**src/rtl/virtual_input_ctrl.sv**
```systemverilog
// virtual_input_ctrl
//   Drives a bank of virtual push-buttons and slide switches from a simple
//   asynchronous command port. A rising edge on control issues one command
//   that acts on the channel selected by number, using opcode op.
//
// Ports
//   clk, reset           : system clock, asynchronous active-high reset
//   control              : async command strobe (rising edge = command)
//   number [IDX_W-1:0]   : channel index (buttons first, then switches)
//   op [1:0]             : 00 toggle, 01 set-to-value, 10 pulse, 11 clear-all
//   value                : data bit for set-to-value; also mirrored on led_control
//   buttons              : active-low virtual buttons (1 = released)
//   switches             : active-high virtual switches (1 = on)
//   led_control          : synchronized copy of value
//   busy                 : high while a pulse press is in progress
//   err                  : one-cycle pulse on a rejected command
module virtual_input_ctrl #(
  parameter int unsigned NUM_BUTTONS  = 4,
  parameter int unsigned NUM_SWITCHES = 18,
  parameter int unsigned IDX_W        = 5,
  parameter int unsigned PULSE_CYCLES = 5000000,
  parameter int unsigned SYNC_STAGES  = 2
) (
  input  logic                    clk,
  input  logic                    reset,
  input  logic                    control,
  input  logic [IDX_W-1:0]        number,
  input  logic [1:0]              op,
  input  logic                    value,
  output logic [NUM_BUTTONS-1:0]  buttons,
  output logic [NUM_SWITCHES-1:0] switches,
  output logic                    led_control,
  output logic                    busy,
  output logic                    err
);

  localparam int unsigned NUM_CH = NUM_BUTTONS + NUM_SWITCHES;
  localparam int unsigned CNT_W  = (PULSE_CYCLES > 1) ? $clog2(PULSE_CYCLES) : 1;
  localparam logic [CNT_W-1:0] CNT_LAST = CNT_W'(PULSE_CYCLES - 1);

  localparam logic [1:0] OP_TOGGLE = 2'b00;
  localparam logic [1:0] OP_SET    = 2'b01;
  localparam logic [1:0] OP_PULSE  = 2'b10;
  localparam logic [1:0] OP_CLEAR  = 2'b11;

  typedef enum logic {
    IDLE  = 1'b0,
    PRESS = 1'b1
  } state_t;

  state_t                  state_q, state_d;
  logic [SYNC_STAGES-1:0]  ctrl_sync_q, ctrl_sync_d;
  logic [SYNC_STAGES-1:0]  val_sync_q, val_sync_d;
  logic [SYNC_STAGES-1:0]  vld_sync_q, vld_sync_d;
  logic                    ctrl_prev_q, ctrl_prev_d;
  logic                    armed_q, armed_d;
  logic [CNT_W-1:0]        cnt_q, cnt_d;
  logic [NUM_BUTTONS-1:0]  buttons_q, buttons_d;
  logic [NUM_BUTTONS-1:0]  press_mask_q, press_mask_d;
  logic [NUM_SWITCHES-1:0] switches_q, switches_d;
  logic                    busy_q, busy_d;
  logic                    err_q, err_d;

  logic                    ctrl_s;
  logic                    val_s;
  logic                    vld_s;
  logic                    cmd_fire;
  logic [31:0]             num_ext;
  logic                    num_valid;
  logic                    num_is_btn;
  logic [NUM_BUTTONS-1:0]  btn_sel;
  logic [NUM_SWITCHES-1:0] sw_sel;

  assign ctrl_s = ctrl_sync_q[SYNC_STAGES-1];
  assign val_s  = val_sync_q[SYNC_STAGES-1];
  assign vld_s  = vld_sync_q[SYNC_STAGES-1];

  // Rising edge of synchronized control; armed only after a genuine low has been
  // seen, so a strobe held high across reset release issues nothing.
  assign cmd_fire = armed_q & ctrl_s & ~ctrl_prev_q;

  // Channel decode: index k -> buttons[NB-1-k], index NB+j -> switches[NS-1-j]
  always_comb begin
    num_ext    = 32'(number);
    num_valid  = (num_ext < NUM_CH);
    num_is_btn = (num_ext < NUM_BUTTONS);
    btn_sel    = '0;
    sw_sel     = '0;
    for (int unsigned i = 0; i < NUM_BUTTONS; i++) begin
      btn_sel[i] = (num_ext == (NUM_BUTTONS - 1 - i));
    end
    for (int unsigned i = 0; i < NUM_SWITCHES; i++) begin
      sw_sel[i] = (num_ext == (NUM_CH - 1 - i));
    end
  end

  // Next-state and output logic
  always_comb begin
    state_d      = state_q;
    ctrl_sync_d  = {ctrl_sync_q[SYNC_STAGES-2:0], control};
    val_sync_d   = {val_sync_q[SYNC_STAGES-2:0], value};
    vld_sync_d   = {vld_sync_q[SYNC_STAGES-2:0], 1'b1};
    ctrl_prev_d  = ctrl_s;
    armed_d      = armed_q | (vld_s & ~ctrl_s);
    cnt_d        = cnt_q;
    buttons_d    = buttons_q;
    press_mask_d = press_mask_q;
    switches_d   = switches_q;
    err_d        = 1'b0;

    // Pulse timing runs independently of any rejected command
    if (state_q == PRESS) begin
      if (cnt_q == CNT_LAST) begin
        state_d      = IDLE;
        cnt_d        = '0;
        buttons_d    = buttons_q | press_mask_q;
        press_mask_d = '0;
      end else begin
        cnt_d = cnt_q + CNT_W'(1);
      end
    end

    if (cmd_fire) begin
      if (op == OP_CLEAR) begin
        state_d      = IDLE;
        cnt_d        = '0;
        buttons_d    = '1;
        switches_d   = '0;
        press_mask_d = '0;
      end else if (state_q == PRESS || !num_valid) begin
        err_d = 1'b1;
      end else begin
        unique case (op)
          OP_TOGGLE: begin
            buttons_d  = buttons_q ^ btn_sel;
            switches_d = switches_q ^ sw_sel;
          end
          OP_SET: begin
            buttons_d  = (buttons_q & ~btn_sel) | (btn_sel & {NUM_BUTTONS{val_s}});
            switches_d = (switches_q & ~sw_sel) | (sw_sel & {NUM_SWITCHES{val_s}});
          end
          OP_PULSE: begin
            if (num_is_btn) begin
              state_d      = PRESS;
              cnt_d        = '0;
              buttons_d    = buttons_q & ~btn_sel;
              press_mask_d = btn_sel;
            end else begin
              err_d = 1'b1;
            end
          end
          default: err_d = 1'b1;
        endcase
      end
    end

    busy_d = (state_d == PRESS);
  end

  // State and output registers
  always_ff @(posedge clk or posedge reset) begin
    if (reset) begin
      state_q      <= IDLE;
      ctrl_sync_q  <= '0;
      val_sync_q   <= '0;
      vld_sync_q   <= '0;
      ctrl_prev_q  <= 1'b0;
      armed_q      <= 1'b0;
      cnt_q        <= '0;
      buttons_q    <= '1;
      press_mask_q <= '0;
      switches_q   <= '0;
      busy_q       <= 1'b0;
      err_q        <= 1'b0;
    end else begin
      state_q      <= state_d;
      ctrl_sync_q  <= ctrl_sync_d;
      val_sync_q   <= val_sync_d;
      vld_sync_q   <= vld_sync_d;
      ctrl_prev_q  <= ctrl_prev_d;
      armed_q      <= armed_d;
      cnt_q        <= cnt_d;
      buttons_q    <= buttons_d;
      press_mask_q <= press_mask_d;
      switches_q   <= switches_d;
      busy_q       <= busy_d;
      err_q        <= err_d;
    end
  end

  assign buttons     = buttons_q;
  assign switches    = switches_q;
  assign led_control = val_s;
  assign busy        = busy_q;
  assign err         = err_q;

endmodule

```
**config.mk**
```make
export PLATFORM = sky130hd
export DESIGN_NAME = virtual_input_ctrl
export DESIGN_NICKNAME = d
export VERILOG_FILES = /design/src/rtl/virtual_input_ctrl.sv
export SDC_FILE = /design/constraint.sdc
export NUM_CORES = 1
export LEC_CHECK = 0
export ABC_AREA = 1
export CAP_MARGIN = 20
export CORE_MARGIN = 2
export CORE_UTILIZATION = 56
export CTS_CLUSTER_DIAMETER = 80
export DETAILED_ROUTE_END_ITERATION = 10
export DONT_BUFFER_PORTS = 1
export GPL_ROUTABILITY_DRIVEN = 0
export GPL_TIMING_DRIVEN = 0
export PLACE_DENSITY = 0.8
export SLEW_MARGIN = 20
export SYNTH_ARGS = -nofsm -noshare
export SYNTH_HDL_FRONTEND = slang
export SYNTH_SLANG_ARGS = --single-unit
```
**constraint.sdc**
```tcl
create_clock -name clk -period 1.5 [get_ports clk]
set_input_delay 0.15 -clock clk [delete_from_list [all_inputs] [get_ports clk]]
set_output_delay 0.15 -clock clk [all_outputs]
set_load 0.1 [all_outputs]
```
After elaboration in Yosys (flattened, before gate mapping). Cells that the tools add are included.

Register bits after elaboration: 59. Input bits: 11. Output and inout port bits: 25. Logic and storage cells: 100.

Add/sub/neg operators: 1. $lt $le $gt $ge: 2. Equal/unequal tests: 26. Multiplexer cells: 36. Bitwise operators: 17. Reductions and logical operators: 7.

Operator list (number): 2-to-1 mux 23 bit (7); 2-to-1 mux 4 bit (13); == test 5 x 4 -> 1 bit, second input constant (8); bitwise AND 18 bit (2); 2-to-1 mux 18 bit (2); case mux 18 bit (2 select lines) (1); == test 5 bit, second input constant (6); adder 23 x 1 -> 23 bit, second input constant (1); == test 23 bit, second input constant (1); == test 5 x 3 -> 1 bit, second input constant (4); inverter 18 bit (1); bitwise OR 18 bit (1); XOR 18 bit (1); case mux 4 bit (3 select lines) (1); 2-to-1 mux 1 bit (11); == test 5 x 2 -> 1 bit, second input constant (2); bitwise AND 4 bit (2); bitwise OR 4 bit (2); == test 5 x 1 -> 1 bit, second input constant (1); logical NOT 5 bit (1); < comparator 5 x 3 -> 1 bit, second input constant (1); < comparator 5 bit, second input constant (1); == test 2 bit, second input constant (2); inverter 4 bit (1); other kinds (13) (16).

Logic depth before layout (Yosys ltp). Gate-level depths: netlist (run 1).

Depth after elaboration: 8. Depth in mapped cells: 11. Depth with buffers taken out: 11.

Worst setup path after synthesis (run 1). No wires, ideal clock.

Kind: reg-to-reg. Start point: register busy (netlist name). End point: register switches_q[10] (netlist: switches[10]). Library setup time: 0.083 ns. Arrival time: 2.032 ns. Required time: 1.417 ns. Setup slack: -0.615 ns. Stages on the path, launching flop included: 9. Buffers on the path: 2. Period minus slack after synthesis: 2.115 ns. Cell sequence: dfrtp_1 > clkbuf_2 > inv_1 > nand2_1 > inv_2 > o211ai_4 > buf_6 > nand2_1 > o21ai_0.

RTL lines: end signal: assignment (line 185) `switches_q <= switches_d;`; end: declaration (line 60) `logic [NUM_SWITCHES-1:0] switches_q, switches_d;`.

==> reports/metrics.yaml, run 1 <==
status: "finished with violations"
violations: "setup timing"
fin_crit_sh_pct: 116
ys_async_sr_fraction_pct: 100
drive_gt1_share_pct: 35.5
r2r-end: "switches[6]"
rsz0062_at_grt: "true"
slew_violations: 0
slew_headroom_pct: 33.3
antenna_found_initial: 0
power_mw: 5.20
boundaryPins: 36
maxCapViolCount: 0
clock_sink_count: 59
synth_xor_area_share_pct: 3.47
dp.cells: 531
finalCriticalPeriod_ns: 1.74
cts_buffer_depth: 2
core_um2: 6030
yosys.area.top_type: "dfrtp_1"
synth_common_cells: "nand2_1 (100), nor2_1 (62), dfrtp_1 (55)"
synth-seq-cells: 59
cts_root_buf: "clkbuf_8"
fillCellCount: 397
worst_r2r_path_depth: 9
hold_viol_final: 0
synth_top_area_share_pct: 38.9
cp.arrival_ns: 2.01
worstPathMaxFanout: 6
grt-ovfl-total: 0
yosysMostFrequentCell: "nand2_1"
cp-endpoint: "switches[6]"
finalWirelength_um: 9620
min_path_type: "primary input to register"
startpoint: "busy"
area_growth_pct: 30.4
dp_hpwl_um: 5890
route.detailed.drc: 0
syn_inst: 454
viasPerCell: 5.96
synth-main-ff-cell: "dfrtp_1"
drtIter0Drc: 278
synth_area_um2: 3540
clock_skew_ns: 0.0128
synth_top_family_by_area: "simple AND/OR/NAND/NOR gates"
synth_edf_count: 0
first_global_vias: 3369
irDropWorstVdd_uv: 782
initial_utilization_pct: 58.7
path_clk_slew_ns: 0.07
grt_max_degree: 23
cellPowerDensity_nw_per_um2: 1130
routedWlPerCell_um: 16.6
synth_adder_area_share_pct: 1.77
place_ws_ns: -0.444
fin_setup_tns_ns: -7.31
max_slew.worst_pin.slew_ns: 1.00
cts_buffers: 9
synthSimpleGateAreaFrac_pct: 30.3
clkLatencyLatePin_ns: 0.35
final_util_pct: 76.5
die_x_um: 83.5
worstSetupPathType: "register to register"
fin_ws_ns: -0.235
fmax_mhz: 576
grt_usage_pct: 27.6
yosys_warnings: 0
finalNetCount: 516
n_antenna_cell: 0
ys_types: 35
synth_nets: 470
cp-start-kind: "register"
setup_viol_count_final: 50
final_cell_count_no_fill: 579
synth_area_leaders: "dfrtp_1 (39%), nand2_1 (11%), o211ai_1 (7.6%)"
die_y_um: 83.5
synth_compound_area_share_pct: 13.7
syn_area_per_cell_um2: 7.79
critPathCaptureType: "register"
drt-pass1-iter-count: 6
r2r_slack_ns: -0.24
vias: 3452
die-area_um2: 6970
worstPathRequired_ns: 1.78
r2r-start: "busy"
row_count: 28
htree_levels: 3
cts_tree: "built"
power.leakage_nw: 1.96
postRouteAntennaNets: 0
grt_pass1_wl_um: 15600
muxShareOfSynthArea_pct: 0
ys_seq_area_share_pct: 41.9
port_buffers: 0
layout by cell type, fill, tap and decap left out, types with 4 or more instances in the layout:
cell and instances:
nand2_1 75, nor2_1 49, dfrtp_1 39, o211ai_1 36, inv_1 36, nand2_2 27
buf_4 22, nand4_1 19, nand3_1 18, inv_2 15, dfrtp_2 14, o21ai_1 13
xor2_1 12, nor2_2 11, clkbuf_8 11, a21oi_1 10, nor2_4 9, buf_6 8
o21ai_2 8, nor3_1 6, ha_4 5, buf_2 4, buf_8 4, dfstp_4 4
what timing repair did:
item                                   in CTS  in global routing
pin swaps                                  17                 25
gates resized for setup                    35                 83
hold buffers                                3                  0
endpoints found under the hold margin      18                  0
setup endpoints to repair                  51                 63
gates cloned                                3                  1
buffers inserted                           13                 13
worst max-delay path, cell delays in order, from the launching register on:
cell	delay, ns
dfrtp_4	0.63
clkbuf_16	0.23
inv_8	0.04
nand2_8	0.06
inv_8	0.04
o211ai_4	0.22
buf_12	0.16
buf_8	0.11
nand2_1	0.04
o21ai_1	0.11
stage by stage:
step	hold WS, ns	instance area [µm²]
after floorplan	0.181	3640
after detailed placement	0.0741	3790
final	0.114	4610
after global placement	0.181	3730
after global routing	0.128	4610
after CTS	0.0929	4280
cell type report:
cell class	count	area, µm²	area share [%]
clock inverters	4	50.0	1.09
multi-input cells	326	2060	44.7
inverters	55	228	4.94
plain buffers	14	135	2.93
repair buffers	35	373	8.08
flip-flops and latches	59	1520	33.0
well taps	75	93.8	2.03
clock buffers	11	151	3.28
how the worst min path moves through the flow:
stage                          from               to  slack (ns)  cells past startpoint
after floorplan             control   ctrl_sync_q[0]        0.18                      0
after global placement        value    val_sync_q[0]        0.18                      0
after detailed placement      reset      switches[6]        0.07                      1
after CTS                 number[1]  press_mask_q[2]        0.09                      3
after global routing      number[0]  press_mask_q[1]        0.13                      3
final                     number[0]  press_mask_q[1]        0.11                      3
metal layers:
metal  share of wire [%]  global-route usage [%]  vias to the layer above  wire (µm)
met1                  42                    35.3                     1663       4050
met5                   0                       0                        -          0
li1                    -                       -                     1609          -
met4                 2.2                    11.0                        0        208
met3                 7.0                    6.53                       28        669
met2                  49                    45.5                      152       4690
sequential cells by signal (all words and copies together) (netlist names):
register and flops:
ctrl_sync_q 2, val_sync_q 2, buttons 4, cnt_q 23
armed_q 1, err 1, vld_sync_q 2, busy 1
ctrl_prev_q 1, press_mask_q 4, switches 18
cells by family (layout without fill, tap and decap cells):
group           count (synthesis)  in the layout
compound gates                 75             75
xor+xnor                       14             14
fa+ha+maj                       5              5
buf+inv                        69            119
flops                          59             59
other cells                     1              1
simple gates                  231            231
where the power goes:
group          internal, mW  switching [mW]
Clock                 0.845           0.662
Combinational         0.414           0.514
Sequential             1.80           0.973
Total                  3.06            2.15
No activity file was read; power rests on OpenSTA's default activity.
==> inputs of run 2 (changes only) <==
==> constraint.sdc (replaced) <==
create_clock -name clk -period 1.5 [get_ports clk]
set_input_delay 0 -clock clk [delete_from_list [all_inputs] [get_ports clk]]
set_output_delay 0 -clock clk [all_outputs]
set_load 0.1 [all_outputs]
==> reports/metrics.yaml, run 2 (synthesis gave the netlist of run 1 again) <==
htree_levels: 3  # unchanged
cellPowerDensity_nw_per_um2: 1150  # +1.5%
maxCapViolCount: 0  # unchanged
cts_buffers: 9  # unchanged
drt-pass1-iter-count: 5  # -1
cp.arrival_ns: 1.97  # -0.04 ns
core_um2: 6030  # unchanged
worstPathMaxFanout: 6  # unchanged
rsz0062_at_grt: "true"
clock_skew_ns: 0.00592  # -0.00692 ns
grt-ovfl-total: 0  # unchanged
initial_utilization_pct: 58.7  # unchanged
final_util_pct: 76.4  # -0.12 points
cts_buffer_depth: 2  # unchanged
irDropWorstVdd_uv: 939  # +20%
largest_reg_flops: 23  # unchanged
worstPathRequired_ns: 1.73  # -0.05 ns
fmax_mhz: 576  # about the same
antenna_found_initial: 0  # unchanged
dp_hpwl_um: 5650  # -4.1%
regArea_um2: 1510  # -0.99%
critPathCaptureType: "register"
multi_input_area_um2: 2000  # -2.9%
grt_pass1_wl_um: 15200  # -2.9%
top_register: "cnt_q"
cts_root_buf: "clkbuf_8"
violations: "setup timing"
drive_gt1_share_pct: 27.5  # -8.1 points
fillCellCount: 385  # -3.0%
port_buffers: 0  # unchanged
place_area_um2: 3760  # -0.76%
area_growth_pct: 30.2
clkLatencyLatePin_ns: 0.34  # about the same
boundaryPins: 36  # unchanged
slew_headroom_pct: 33.0  # -0.29 points
slew_violations: 0  # unchanged
die-area_um2: 6970  # unchanged
die_y_um: 83.5  # unchanged
fin_ws_ns: -0.235  # -0.000139 ns
power.leakage_nw: 2.01  # +2.6%
clock_sink_count: 59  # unchanged
first_global_vias: 3210  # -4.7%
n_antenna_cell: 0  # unchanged
fin_area_um2: 4600  # -0.16%
route.detailed.drc: 0  # unchanged
setup_viol_count_final: 50  # unchanged
r2r-end: "cnt_q[14]"
finalNetCount: 521  # +0.97%
fin_setup_tns_ns: -8.75  # -1.44 ns
worstSetupPathType: "register to register"
timing.hold.ws_ns: 0.0363  # -0.0779 ns
final_cell_mix: "nand2_1 (89), nor2_1 (53), dfrtp_1 (51), inv_1 (39), o211ai_1 (36)"
fin_crit_sh_pct: 116  # about the same
status: "finished with violations"
holdPathEnd: "press_mask_q[3]"
die_x_um: 83.5  # unchanged
cp-start-kind: "register"
min_path_type: "primary input to register"
finalWirelength_um: 9950  # +3.5%
max_slew.worst_pin.slew_ns: 1.00  # +0.00428 ns
grt_usage_pct: 27.0  # -0.60 points
routedWlPerCell_um: 17.0  # +2.4%
final_common_cell: "nand2_1"
postRouteAntennaNets: 0  # unchanged
row_count: 28  # unchanged
finalCriticalPeriod_ns: 1.74  # +0.000139 ns
hold_viol_final: 0  # unchanged
path_clk_slew_ns: 0.07  # about the same
cts_tree: "built"
vias: 3445  # -0.20%
min_path_cells: 5  # +2
place_ws_ns: -0.417  # +0.0278 ns
hp-start: "number[3]"
viasPerCell: 5.89  # -1.2%
grt_max_degree: 60  # +160%
worst_r2r_path_depth: 9  # unchanged
drtIter0Drc: 427  # +54%
r2r-start: "cnt_q[15]"
r2r_slack_ns: -0.24  # about the same
## run 2: how the worst max path moves through the flow
stage          cells past startpoint            to  slack [ns]       from
5_1_grt                            9     cnt_q[21]       -0.27  cnt_q[15]
3_3_place_gp                       1          busy       -0.76      reset
4_1_cts                            9  switches[11]       -0.17       busy
2_1_floorplan                      8   switches[0]       -0.24       busy
6_report                           9     cnt_q[14]       -0.24  cnt_q[15]
3_5_place_dp                       8   switches[6]       -0.42       busy
## run 2: layout make-up
class,count,share of cell area [%]
plain buffers,14,2.88
clock buffers,11,3.29
inverters,55,4.86
repair buffers,40,9.16
multi-input cells,326,43.4
well taps,75,2.04
flip-flops and latches,59,32.7
clock inverters,5,1.63
## run 2: worst max-delay path, cell delays in order, from the launching register on
cell and delay, ns:
dfrtp_1 0.42, inv_2 0.07, nand2_1 0.07, nor2_1 0.19
nand2_2 0.11, nor2_4 0.23, nand3_4 0.11, nand3_4 0.17
buf_8 0.17, nor2_2 0.06
## run 2: per-layer routing
metal	global-route usage, %	part of all wire, %	up-vias
li1	-	-	1621
met1	36.1	41	1634
met2	41.7	49	159
met3	5.93	7.0	31
met4	13.6	3.0	0
met5	0	0	-
## run 2: what timing repair did
action                                 4_1_cts  5_1_grt
gates cloned                                 3        1
gates resized for setup                     41       35
endpoints found under the hold margin       70        0
hold buffers                                 7        0
pin swaps                                   22       10
setup endpoints to repair                   51       51
buffers inserted                            19        9
## run 2: metrics by stage
stage               std cells  total power, mW
floorplan                 454             3.25
global placement          529             3.38
detailed placement        530             3.42
CTS                       575             5.20
global route              585             5.50
finish                    585             5.28
## run 2: where the power goes
| group | internal, mW | leakage (nW) | total (mW) | switching (mW) |
|---|---|---|---|---|
| combinational | 0.382 | 1.12 | 0.856 | 0.474 |
| sequential | 1.79 | 0.774 | 2.76 | 0.970 |
| clock | 1.02 | 0.119 | 1.66 | 0.646 |
| total | 3.19 | 2.01 | 5.28 | 2.09 |
==> inputs of run 3 (changes only) <==
Settings changed: CORE_MARGIN 2 to 4, MAX_ROUTING_LAYER set to met4, SLEW_MARGIN 20 to unset.
==> reports/metrics.yaml, run 3 (synthesis gave the netlist of run 1 again) <==
htree_levels: 3  # unchanged
slew_violations: 0  # unchanged
dp_hpwl_um: 5710  # +1.1%
max_slew.worst_pin.slew_ns: 1.02  # +0.0135 ns
clock_sink_count: 59  # unchanged
routedWlPerCell_um: 17.5  # +2.9%
n_antenna_cell: 0  # unchanged
final_util_pct: 77.4  # +0.96 points
cts_root_buf: "clkbuf_8"
fin_setup_tns_ns: -7.29  # +1.46 ns
irDropWorstVdd_uv: 1000  # +6.5%
core_um2: 6030  # unchanged
worstPathRequired_ns: 1.76  # +0.03 ns
cellPowerDensity_nw_per_um2: 1100  # -4.1%
min_path_type: "primary input to register"
grt_usage_pct: 27.2  # +0.19 points
grt-ovfl-total: 0  # unchanged
boundaryPins: 36  # unchanged
dp.cells: 530  # unchanged
maxCapViolCount: 0  # unchanged
top_register: "cnt_q"
antenna_found_initial: 0  # unchanged
worstSetupPathType: "register to register"
status: "finished with violations"
fin_area_um2: 4660  # +1.2%
grt_max_degree: 35  # -42%
critPathCaptureType: "register"
vias: 3519  # +2.1%
power_mw: 5.12  # -2.9%
power.leakage_nw: 2.01  # +0.13%
largest_reg_flops: 23  # unchanged
route.detailed.drc: 0  # unchanged
drt-pass1-iter-count: 5  # unchanged
cp-start-kind: "register"
fin_ws_ns: -0.224  # +0.0113 ns
setup_viol_count_final: 51  # +2.0%
path_clk_slew_ns: 0.07  # about the same
cts_buffer_depth: 2  # unchanged
die_x_um: 87.5  # +4.8%
fin_crit_sh_pct: 115  # -0.75 points
drive_gt1_share_pct: 32.9  # +5.5 points
place_area_um2: 3750  # -0.27%
cp.arrival_ns: 1.99  # +0.02 ns
first_global_vias: 3264  # +1.7%
row_count: 28  # unchanged
final_cell_count_no_fill: 588  # +0.51%
worstPathMaxFanout: 7  # +1
postRouteAntennaNets: 0  # unchanged
finalNetCount: 524  # +0.58%
slew_headroom_pct: 32.2  # -0.90 points
initial_utilization_pct: 58.7  # unchanged
viasPerCell: 5.98  # +1.6%
drtIter0Drc: 312  # -27%
final_common_cell: "nand2_1"
final_cell_mix: "nand2_1 (81), dfrtp_1 (50), nor2_1 (48), inv_1 (38), o211ai_1 (36)"
hold_viol_final: 0  # unchanged
die-area_um2: 7650  # +9.8%
port_buffers: 0  # unchanged
cts_buffers: 9  # unchanged
finalWirelength_um: 10300  # +3.4%
cts_tree: "built"
place_ws_ns: -0.413  # +0.00390 ns
rsz0062_at_grt: "true"
clkLatencyLatePin_ns: 0.34  # about the same
fmax_mhz: 580  # +0.66%
violations: "setup timing"
grt_pass1_wl_um: 15700  # +3.5%
timing.hold.ws_ns: 0.00495  # -0.0314 ns
die_y_um: 87.5  # +4.8%
clock_skew_ns: 0.00929  # +0.00337 ns
finalCriticalPeriod_ns: 1.72  # -0.0113 ns
area_growth_pct: 31.8
[run 3: cell types whose count changed in the layout (fill, tap and decap cells not counted), moves of 3 or more]
cell	previous run	this run
nand2_1	89	81
nand2_2	13	19
a21oi_2	0	9
buf_4	21	27
nor2_1	53	48
a21oi_1	13	4
nor2_2	4	7
[run 3: power breakdown]
part	total, mW	internal [mW]	switching (mW)
clock	1.46	0.804	0.656
sequential	2.75	1.79	0.969
combinational	0.908	0.393	0.515
total	5.12	2.98	2.14
[run 3: worst paths after layout]
check,endpoint,startpoint,slack [ns],cells past startpoint
setup reg to reg,switches[11],busy,-0.22,9
setup / recovery,switches[11],busy,-0.22,9
min in group asynchronous,cnt_q[7],reset,0.18,2
hold reg to reg,vld_sync_q[1],vld_sync_q[0],0.35,0
hold / removal,press_mask_q[0],op[0],0.005,5
max in group asynchronous,buttons[0],reset,0.66,3
[run 3: final cells by class]
cell class / count / area (µm²)
plain buffers: 14 / 135
clock buffers: 11 / 141
clock inverters: 5 / 52.6
fillers: 369 / 1360
inverters: 55 / 221
multi-input cells: 326 / 2100
flip-flops and latches: 59 / 1510
well taps: 75 / 93.8
repair buffers: 43 / 407
[run 3: critical path, stage by stage (launching register included)]
cell and delay (ns):
dfrtp_4 0.64, clkbuf_16 0.23, inv_8 0.05, nand2_8 0.06, inv_8 0.04, o211ai_4 0.18
buf_12 0.15, buf_8 0.13, nand2_1 0.05, o21ai_1 0.11
[run 3: layer usage]
metal	up-vias	part of all wire, %	GRT usage [%]
met5	-	0	-
met2	188	50	44.9
li1	1625	-	-
met4	0	3.1	9.62
met3	43	6.9	4.16
met1	1663	40	34.0
[run 3: repair_timing]
action                     CTS  global route
hold endpoints to repair    31             0
setup endpoints to repair   51            51
setup buffers               19            12
cloned                       5             0
resized for setup           60            49
pin swaps                   29            32
hold buffers                 6             0
